File: config.mk
export PLATFORM = sky130hd
export DESIGN_NAME = dr_memreq_arb
export DESIGN_NICKNAME = d
export VERILOG_FILES = /design/src/rtl/scmem_pkg.sv /design/src/rtl/dr_pf_dropq.sv /design/src/rtl/dr_memreq_arb.sv
export SDC_FILE = /design/constraint.sdc
export NUM_CORES = 1
export LEC_CHECK = 0
export BUFFER_PORTS_ARGS = -buffer_cell sky130_fd_sc_hd__buf_2
export CORE_ASPECT_RATIO = 0.8
export CORE_UTILIZATION = 51
export DETAILED_ROUTE_END_ITERATION = 7
export PLACE_DENSITY_LB_ADDON = 0.05
export SYNTH_ARGS = -nofsm -noshare
export SYNTH_HDL_FRONTEND = slang
export SYNTH_SLANG_ARGS = --single-unit
File: constraint.sdc
create_clock -name clk -period 2.48 [get_ports clk]
set_input_delay 0.372 -clock clk [delete_from_list [all_inputs] [get_ports clk]]
set_output_delay 0.372 -clock clk [all_outputs]
set_load 0.01 [all_outputs]
File: src/rtl/scmem_pkg.sv
// Shared scmem types: request payload fields, reserved prefetch drid/cmd, memory request struct.
package scmem_pkg;

  typedef logic [5:0]  DR_reqid_type;
  typedef logic [3:0]  SC_cmd_type;
  typedef logic [31:0] SC_paddr_type;
  typedef logic [4:0]  SC_nodeid_type;

  // drid 0 is never issued by a demand source; it tags prefetches on the memory side.
  localparam DR_reqid_type DR_PF_DRID = 6'd0;
  localparam SC_cmd_type   DR_PF_CMD  = 4'h6;

  typedef struct packed {
    DR_reqid_type  drid;
    SC_cmd_type    cmd;
    SC_paddr_type  paddr;
    SC_nodeid_type nid;
    logic          pf;
  } DR_memreq_type;

  typedef struct packed {
    SC_nodeid_type nid;
    SC_paddr_type  paddr;
  } DR_pfreq_type;

  typedef enum logic {StEmpty, StFull} dr_ostage_e;

endpackage

File: src/rtl/dr_pf_dropq.sv
// Prefetch queue that never back-pressures: a push into a full queue evicts the oldest entry.
module dr_pf_dropq
  import scmem_pkg::*;
#(
  parameter int unsigned PF_DEPTH = 4
) (
  input  logic                      clk,
  input  logic                      reset,
  input  logic                      push,
  input  DR_pfreq_type              push_data,
  input  logic                      pop,
  output DR_pfreq_type              head,
  output logic [$clog2(PF_DEPTH):0] count,
  output logic                      dropped
);

  localparam int unsigned PtrW = $clog2(PF_DEPTH);

  DR_pfreq_type    mem_q [PF_DEPTH];
  logic [PtrW-1:0] head_q, tail_q;
  logic [PtrW:0]   count_q;
  logic            full, do_pop, overwrite;

  assign full      = (count_q == (PtrW + 1)'(PF_DEPTH));
  assign do_pop    = pop && (count_q != '0);
  // When full, tail aliases head, so the push lands on the oldest slot.
  assign overwrite = push && full && !do_pop;
  assign dropped   = overwrite;
  assign head      = mem_q[head_q];
  assign count     = count_q;

  always_ff @(posedge clk) begin
    if (push) mem_q[tail_q] <= push_data;
  end

  always_ff @(posedge clk or negedge reset) begin
    if (!reset) begin
      head_q  <= '0;
      tail_q  <= '0;
      count_q <= '0;
    end else begin
      if (push) tail_q <= tail_q + 1'b1;
      if (do_pop || overwrite) head_q <= head_q + 1'b1;
      if (push && !do_pop && !full) count_q <= count_q + 1'b1;
      else if (do_pop && !push) count_q <= count_q - 1'b1;
    end
  end

endmodule

File: src/rtl/dr_memreq_arb.sv
// Demand/prefetch arbiter feeding a single-register memory request stage.
// Optional DR_MEMREQ_PF_DROP_STATS_EN adds a saturating pf_drop_cnt output.
module dr_memreq_arb
  import scmem_pkg::*;
#(
  parameter int unsigned PF_DEPTH   = 4,
  parameter int unsigned STARVE_MAX = 8
) (
  input  logic          clk,
  input  logic          reset,
  input  logic          dmd_valid,
  output logic          dmd_retry,
  input  DR_reqid_type  dmd_drid,
  input  SC_cmd_type    dmd_cmd,
  input  SC_paddr_type  dmd_paddr,
  input  logic          pf_valid,
  output logic          pf_retry,
  input  SC_nodeid_type pf_nid,
  input  SC_paddr_type  pf_paddr,
  output logic          drtomem_req_valid,
  input  logic          drtomem_req_retry,
  output DR_reqid_type  drtomem_req_drid,
  output SC_cmd_type    drtomem_req_cmd,
  output SC_paddr_type  drtomem_req_paddr,
  output SC_nodeid_type drtomem_req_nid,
  output logic          drtomem_req_pf
`ifdef DR_MEMREQ_PF_DROP_STATS_EN
  ,
  output logic [15:0]   pf_drop_cnt
`endif
);

  dr_ostage_e                state_q, state_d;
  DR_memreq_type             out_q, out_d;
  logic [7:0]                starve_cnt_q, starve_cnt_d;
  logic                      can_load, fifo_nonempty, pf_win, dmd_win, load;
  DR_pfreq_type              pf_head;
  logic [$clog2(PF_DEPTH):0] pf_count;
  logic                      pf_dropped;

  dr_pf_dropq #(
    .PF_DEPTH(PF_DEPTH)
  ) u_pfq (
    .clk      (clk),
    .reset    (reset),
    .push     (pf_valid),
    .push_data('{nid: pf_nid, paddr: pf_paddr}),
    .pop      (pf_win),
    .head     (pf_head),
    .count    (pf_count),
    .dropped  (pf_dropped)
  );

  always_comb begin
    can_load      = (state_q == StEmpty) || !drtomem_req_retry;
    fifo_nonempty = (pf_count != '0);
    pf_win        = can_load && fifo_nonempty &&
                    (!dmd_valid || (starve_cnt_q == 8'(STARVE_MAX)));
    dmd_win       = can_load && dmd_valid && !pf_win;
    load          = pf_win || dmd_win;
  end

  always_comb begin
    out_d        = out_q;
    starve_cnt_d = starve_cnt_q;
    if (pf_win) begin
      out_d = '{drid: DR_PF_DRID, cmd: DR_PF_CMD, paddr: pf_head.paddr, nid: pf_head.nid,
                pf: 1'b1};
    end else if (dmd_win) begin
      out_d = '{drid: dmd_drid, cmd: dmd_cmd, paddr: dmd_paddr, nid: '0, pf: 1'b0};
    end
    if (!fifo_nonempty || pf_win) starve_cnt_d = '0;
    else if (dmd_win)             starve_cnt_d = starve_cnt_q + 8'd1;
  end

  always_comb begin
    state_d = state_q;
    if (load) state_d = StFull;
    else if ((state_q == StFull) && !drtomem_req_retry) state_d = StEmpty;
  end

  always_ff @(posedge clk or negedge reset) begin
    if (!reset) begin
      state_q      <= StEmpty;
      out_q        <= '0;
      starve_cnt_q <= '0;
    end else begin
      state_q      <= state_d;
      out_q        <= out_d;
      starve_cnt_q <= starve_cnt_d;
    end
  end

  always_comb begin
    drtomem_req_valid = (state_q == StFull);
    drtomem_req_drid  = out_q.drid;
    drtomem_req_cmd   = out_q.cmd;
    drtomem_req_paddr = out_q.paddr;
    drtomem_req_nid   = out_q.nid;
    drtomem_req_pf    = out_q.pf;
    // Reset gates retry directly since the output stage reads EMPTY while held in reset.
    dmd_retry         = !reset || !can_load || pf_win;
    pf_retry          = 1'b0;
  end

`ifdef DR_MEMREQ_PF_DROP_STATS_EN
  logic [15:0] pf_drop_cnt_q;

  always_ff @(posedge clk or negedge reset) begin
    if (!reset) begin
      pf_drop_cnt_q <= '0;
    end else if (pf_dropped && (pf_drop_cnt_q != 16'hFFFF)) begin
      pf_drop_cnt_q <= pf_drop_cnt_q + 16'd1;
    end
  end

  assign pf_drop_cnt = pf_drop_cnt_q;
`else
  logic unused_pf_dropped;
  assign unused_pf_dropped = pf_dropped;
`endif

endmodule
Word-level counts from Yosys, hierarchy flattened --
Memories as Yosys holds them, arrays and structs flattened. Cells that the tools add are included.
Word-level totals: latch bits 0, ROM bits 0, register bits 64, bits in writable memories 148, input bits 84, output and inout port bits 51, logic and storage cells 61, memories 1
Memory list:
- u_pfq.mem_q | words 4, bits a word 37, rd ports 1, clocked after Yosys merged registers in 0, write ports 1, line dr_pf_dropq.sv:19 | DR_pfreq_type mem_q [PF_DEPTH];
Operators by class: multiply operators 0, add/subtract/negate cells 5, shift-type cells 0, reductions and logical operators 32, muxes and demuxes 10, bitwise logic cells 1, equality and inequality tests 2, divide/modulo/power cells 0, $lt $le $gt $ge 0
Operators by type and width (number):
- two-way mux 48 bit | 2
- two-way mux 8 bit | 2
- logical AND 1 bit | 11
- zero test 1 bit | 9
- adder 8 x 1 -> 8 bit (second input constant) | 1
- equality test 8 x 4 -> 1 bit (second input constant) | 1
- nonzero test 2 bit | 4
- logical OR 1 bit | 7
- two-way mux 3 bit | 2
- adder 2 x 1 -> 2 bit (second input constant) | 2
- two-way mux 1 bit | 4
- adder 3 x 1 -> 3 bit (second input constant) | 1
- equality test 3 bit (second input constant) | 1
- nonzero test 3 bit | 1
- subtractor 3 x 1 -> 3 bit (second input constant) | 1
- inverter 1 bit | 1

Longest topological paths before layout --
depth after elaboration 9, gate-level depth with buffers 12, mapped depth without buffers 12

By module --
From an unflattened synthesis, not the netlist that was laid out.
Second synthesis, totals: cells, all modules 457, area total of the unflattened synthesis 8408.1 µm²
By module, submodules not included:
- dr_pf_dropq | area an instance 5818.1 µm², cells an instance 244, seq. area each 4619.4 µm², instances 1
- dr_memreq_arb | area an instance 2590.0 µm², cells an instance 213, seq. area each 1426.4 µm², instances 1

Worst setup path before layout --
OpenSTA, ideal clock, no wires.
kind flip-flop to flip-flop, start reg starve_cnt_q[0], end reg u_pfq.count_q[1] (netlist: u_pfq.count[1]), clock period less this slack 2602 ps, stages on the path, launching flop included 12, setup slack -122 ps, data arrival time 2480 ps, setup time 121 ps, path through dfrtp_1 inv_1 ha_1 or4b_4 o41ai_4 and2_0 o21ai_0 nand2_1 fa_1 o21ai_0 a311oi_1 o22a_1
Between the ends: longest elaborated chain between the ends 8, elaborated cells on any way between the ends 10, classes of those cells 1 x eq/ne; 1 x mux; 8 x reduce/logical
RTL lines:
- start, declared | line dr_memreq_arb.sv:35 | logic [7:0] starve_cnt_q, starve_cnt_d;
- start signal, assigned | line dr_memreq_arb.sv:90 | starve_cnt_q <= starve_cnt_d;
- equality test 8 x 4 -> 1 bit * | line dr_memreq_arb.sv:58 | (!dmd_valid || (starve_cnt_q == 8'(STARVE_MAX)));
- logical OR 1 bit * | line dr_memreq_arb.sv:58
- logical AND 1 bit * | line dr_memreq_arb.sv:57 | pf_win = can_load && fifo_nonempty &&
- logical AND 1 bit * | line dr_pf_dropq.sv:25 | assign do_pop = pop && (count_q != '0);
- zero test 1 bit | line dr_pf_dropq.sv:44 | if (push && !do_pop && !full) count_q <= count_q + 1'b1;
- logical AND 1 bit (2 in series) | line dr_pf_dropq.sv:44
- two-way mux 3 bit / nonzero test 2 bit (equally long branches)
- end signal, assigned | line dr_pf_dropq.sv:44
- end signal, assigned | line dr_pf_dropq.sv:45 | else if (do_pop && !push) count_q <= count_q - 1'b1;
- end, declared | line dr_pf_dropq.sv:21 | logic [PtrW:0] count_q;
Mark *: on every way between the ends. The rest lies on a longest branch, timed or not. A chain may end at the register's enable or synchronous reset.

Worst setup path in the final report --
start reg starve_cnt_q[0], end out dmd_retry
Between the ends: longest elaborated chain between the ends 4
RTL lines:
- equality test 8 x 4 -> 1 bit | line dr_memreq_arb.sv:58
- logical OR 1 bit | line dr_memreq_arb.sv:58
- logical AND 1 bit | line dr_memreq_arb.sv:57
- logical OR 1 bit | line dr_memreq_arb.sv:102 | dmd_retry = !reset || !can_load || pf_win;
- end, declared | line dr_memreq_arb.sv:12 | output logic dmd_retry,
Every way passes these cells.

==> flow_summary.ini <==
[status]
status = finished, violations left
violations = setup timing

[worst_setup_path]
start_kind = register
crit_start = starve_cnt_q[0]
slowest_stage = or4b_4
crit_chain = inv_2 > buf_6 > ha_4 > or4b_4 > o41ai_4 > buf_6 > and3_4 > nand3b_1 > buf_2
path_class = reg -> out
crit_fanout = 2
required_ps = 2110
slowest_delay_ps = 480
r2r_start = starve_cnt_q[0]
crit_top_cell = buf_6
arrival_ps = 2420
critPathCaptureType = primary output

[yosys]
syn_area_per_cell_um2 = 17.17
yosysWarnings = 0
seq_area_frac_synth_pct = 72.00
synth_cells = 489
ys_seq_elements = 212
ys_types = 44
synth.net_count = 580
synth_area_um2 = 8397

[drt]
via_per_inst = 5.394
wirelength_um = 17620
dr.pass1.iters = 4
postRouteAntennaNets = 0
drtIter0Drc = 310
num_vias = 4844
wl_per_cell_um = 19.62
drc = 0

[grt]
met1_usage_pct = 28.72
grt_max_degree = 65
grt.met2_usage_pct = 34.33
met3_usage_pct = 4.258
first_global_vias = 4843
grt_busiest_layer = met2
grtUsageTotal_pct = 20.63
grt.overflow.total = 0
grt_pass1_wl_um = 26580
antenna_found_initial = 2

[floorplanning]
ios = 135
rows = 41
core_um2 = 15950
die_y_um = 116.8
die_x_um = 145.5
start_util_pct = 52.63
dieArea_um2 = 16980

[timing]
fin_skew_ps = 12.32
slew_headroom_pct = 39.82
setup_violations = 36
fmax_ghz = 0.3585
period_needed_ps = 2789
worst-slew-pin-transition_ps = 902.7
timing.hold.ws_ps = 100.4
rsz0062_at_grt = yes
setup_ws_ps = -309.1
tns_ps = -1771
finalCritPeriodShare_pct = 112.5
finalHoldViolCount = 0
final_max_slew_viol_count = 0

[hold_path]
min_from = pf_paddr[25]
min_path_type = in -> reg

[final_layout]
final_util_pct = 65.48
layout-drive-gt1-share_pct = 39.00
fin_cells = 898
regArea_um2 = 6048
multiInputGateArea_um2 = 2223
area_growth_pct = 24.41
layout_commonest_cell = edfxtp_1
fin_area_um2 = 10450
fillers = 1171
fin_nets = 759
final_cell_mix = edfxtp_1, buf_2, dfrtp_1

[clocking]
clk_latency_ps = 490
cts_hold_buf = 0
clockBufferDepth = 3
cts_buffers = 21
cts_max_level = 1
cts_root_buf = clkbuf_16
clkTransAtPathRegs_ps = 60
cts_tree = built
cts.sinks = 212

[placement]
io_buffers = 133
dp_hpwl_um = 10420
placed_area_um2 = 9468
place.gp.congestion = 0.8068
dp.cells = 833

[run]
cap_violations = 0

[pwr]
p_per_area_nw_per_um2 = 1097
p_leak_nw = 4.127
vdd_drop_max_v = 0.0005539
kinds of logic after synthesis:
logic type / share of synthesized area, %
xor gates and xnor gates: 0.6258
and+or+nand+nor: 4.664
other: 0.04466
DFF: 72.00
buffers and inverters: 2.026
muxes: 13.86
adders and majority gates: 1.132
AOI/OAI and AO/OA: 5.648
cells in the mapped netlist, drive strengths merged:
library cell	instances	share of area, %
xor2	5	0.52
nand3b	2	0.18
buf	9	0.86
o221ai	1	0.10
or3	1	0.075
mux2i	33	3.9
nor2b	1	0.075
o41ai	1	0.33
nand2	41	1.8
o31ai	1	0.089
o21ai	37	2.2
and4	1	0.10
conb	1	0.045
a22o	13	1.4
ha	6	0.89
nand4	1	0.075
edfxtp	148	53
nor3	6	0.36
inv	7	0.31
a22oi	1	0.089
nor4	3	0.22
clkbuf	19	0.85
and2	6	0.45
a21o	2	0.18
mux4	37	9.9
xnor2	1	0.10
nor2	16	0.72
dfrtp	64	19
and3	4	0.30
nand3	2	0.12
a41oi	1	0.10
a21oi	11	0.66
a31o	1	0.10
o211a	1	0.12
fa	1	0.24
o22a	1	0.10
or4b	1	0.16
a311oi	2	0.21
final cells by class:
class	count	share of cell area (%)
flip-flops and latches	212	57.90
clock inverters	9	0.3833
inverters	7	0.2515
multi-input cells	242	21.28
repair buffers	184	12.11
well taps	215	2.575
clock buffers	28	5.474
diodes	1	0.02395
worst paths after layout:
kind	endpoint	slack [ps]	cells after the start
setup reg to reg	u_pfq.count[1]	-180	12
min in group asynchronous	drtomem_req_drid[1]	150	2
setup / recovery	dmd_retry	-310	9
max in group asynchronous	u_pfq.head_q[1]	1690	2
hold reg to reg	drtomem_req_paddr[9]	480	2
hold / removal	u_pfq.mem_q[1][25]	100	1
where the power goes:
| part | switching, W | total (W) | internal [W] |
|---|---|---|---|
| Combinational | 0.00180 | 0.00357 | 0.00177 |
| Clock | 0.00124 | 0.00285 | 0.00161 |
| Sequential | 0.000358 | 0.00505 | 0.00469 |
registers in the layout, indices dropped and copies added (netlist names):
signal,count
drtomem_req_cmd,4
drtomem_req_drid,6
drtomem_req_nid,5
drtomem_req_paddr,32
drtomem_req_pf,1
drtomem_req_valid,1
starve_cnt_q,8
u_pfq.count,3
u_pfq.head_q,2
u_pfq.mem_q,148
u_pfq.tail_q,2
through the flow:
step                setup WS, ps  total power, W
floorplan                 -40.66        0.007120
global placement          -16.46        0.008212
detailed placement        -54.73        0.008312
CTS                       -326.2         0.01141
global route              -382.2         0.01207
finish                    -309.1         0.01146
critical path: cells and delay by family, from the launching register on:
kind / cells / cell delay, ps
simple gates: 3 / 750
buf+inv: 4 / 440
flops: 1 / 390
compound gates: 1 / 250
fa+ha+maj: 1 / 110
per-layer routing:
metal  wire (um)  vias to the layer above
met4         247                        2
li1            -                     2247
met1        8057                     2453
met3         805                       19
met5          13                        -
met2        8495                      123
repair_timing:
item                       4_1_cts  5_1_grt
resized for setup                9       35
pin swaps                        3        6
setup endpoints to repair       14       36
setup buffers                   20        4
cloned                           2        3
(Power assumes the default switching activity.)
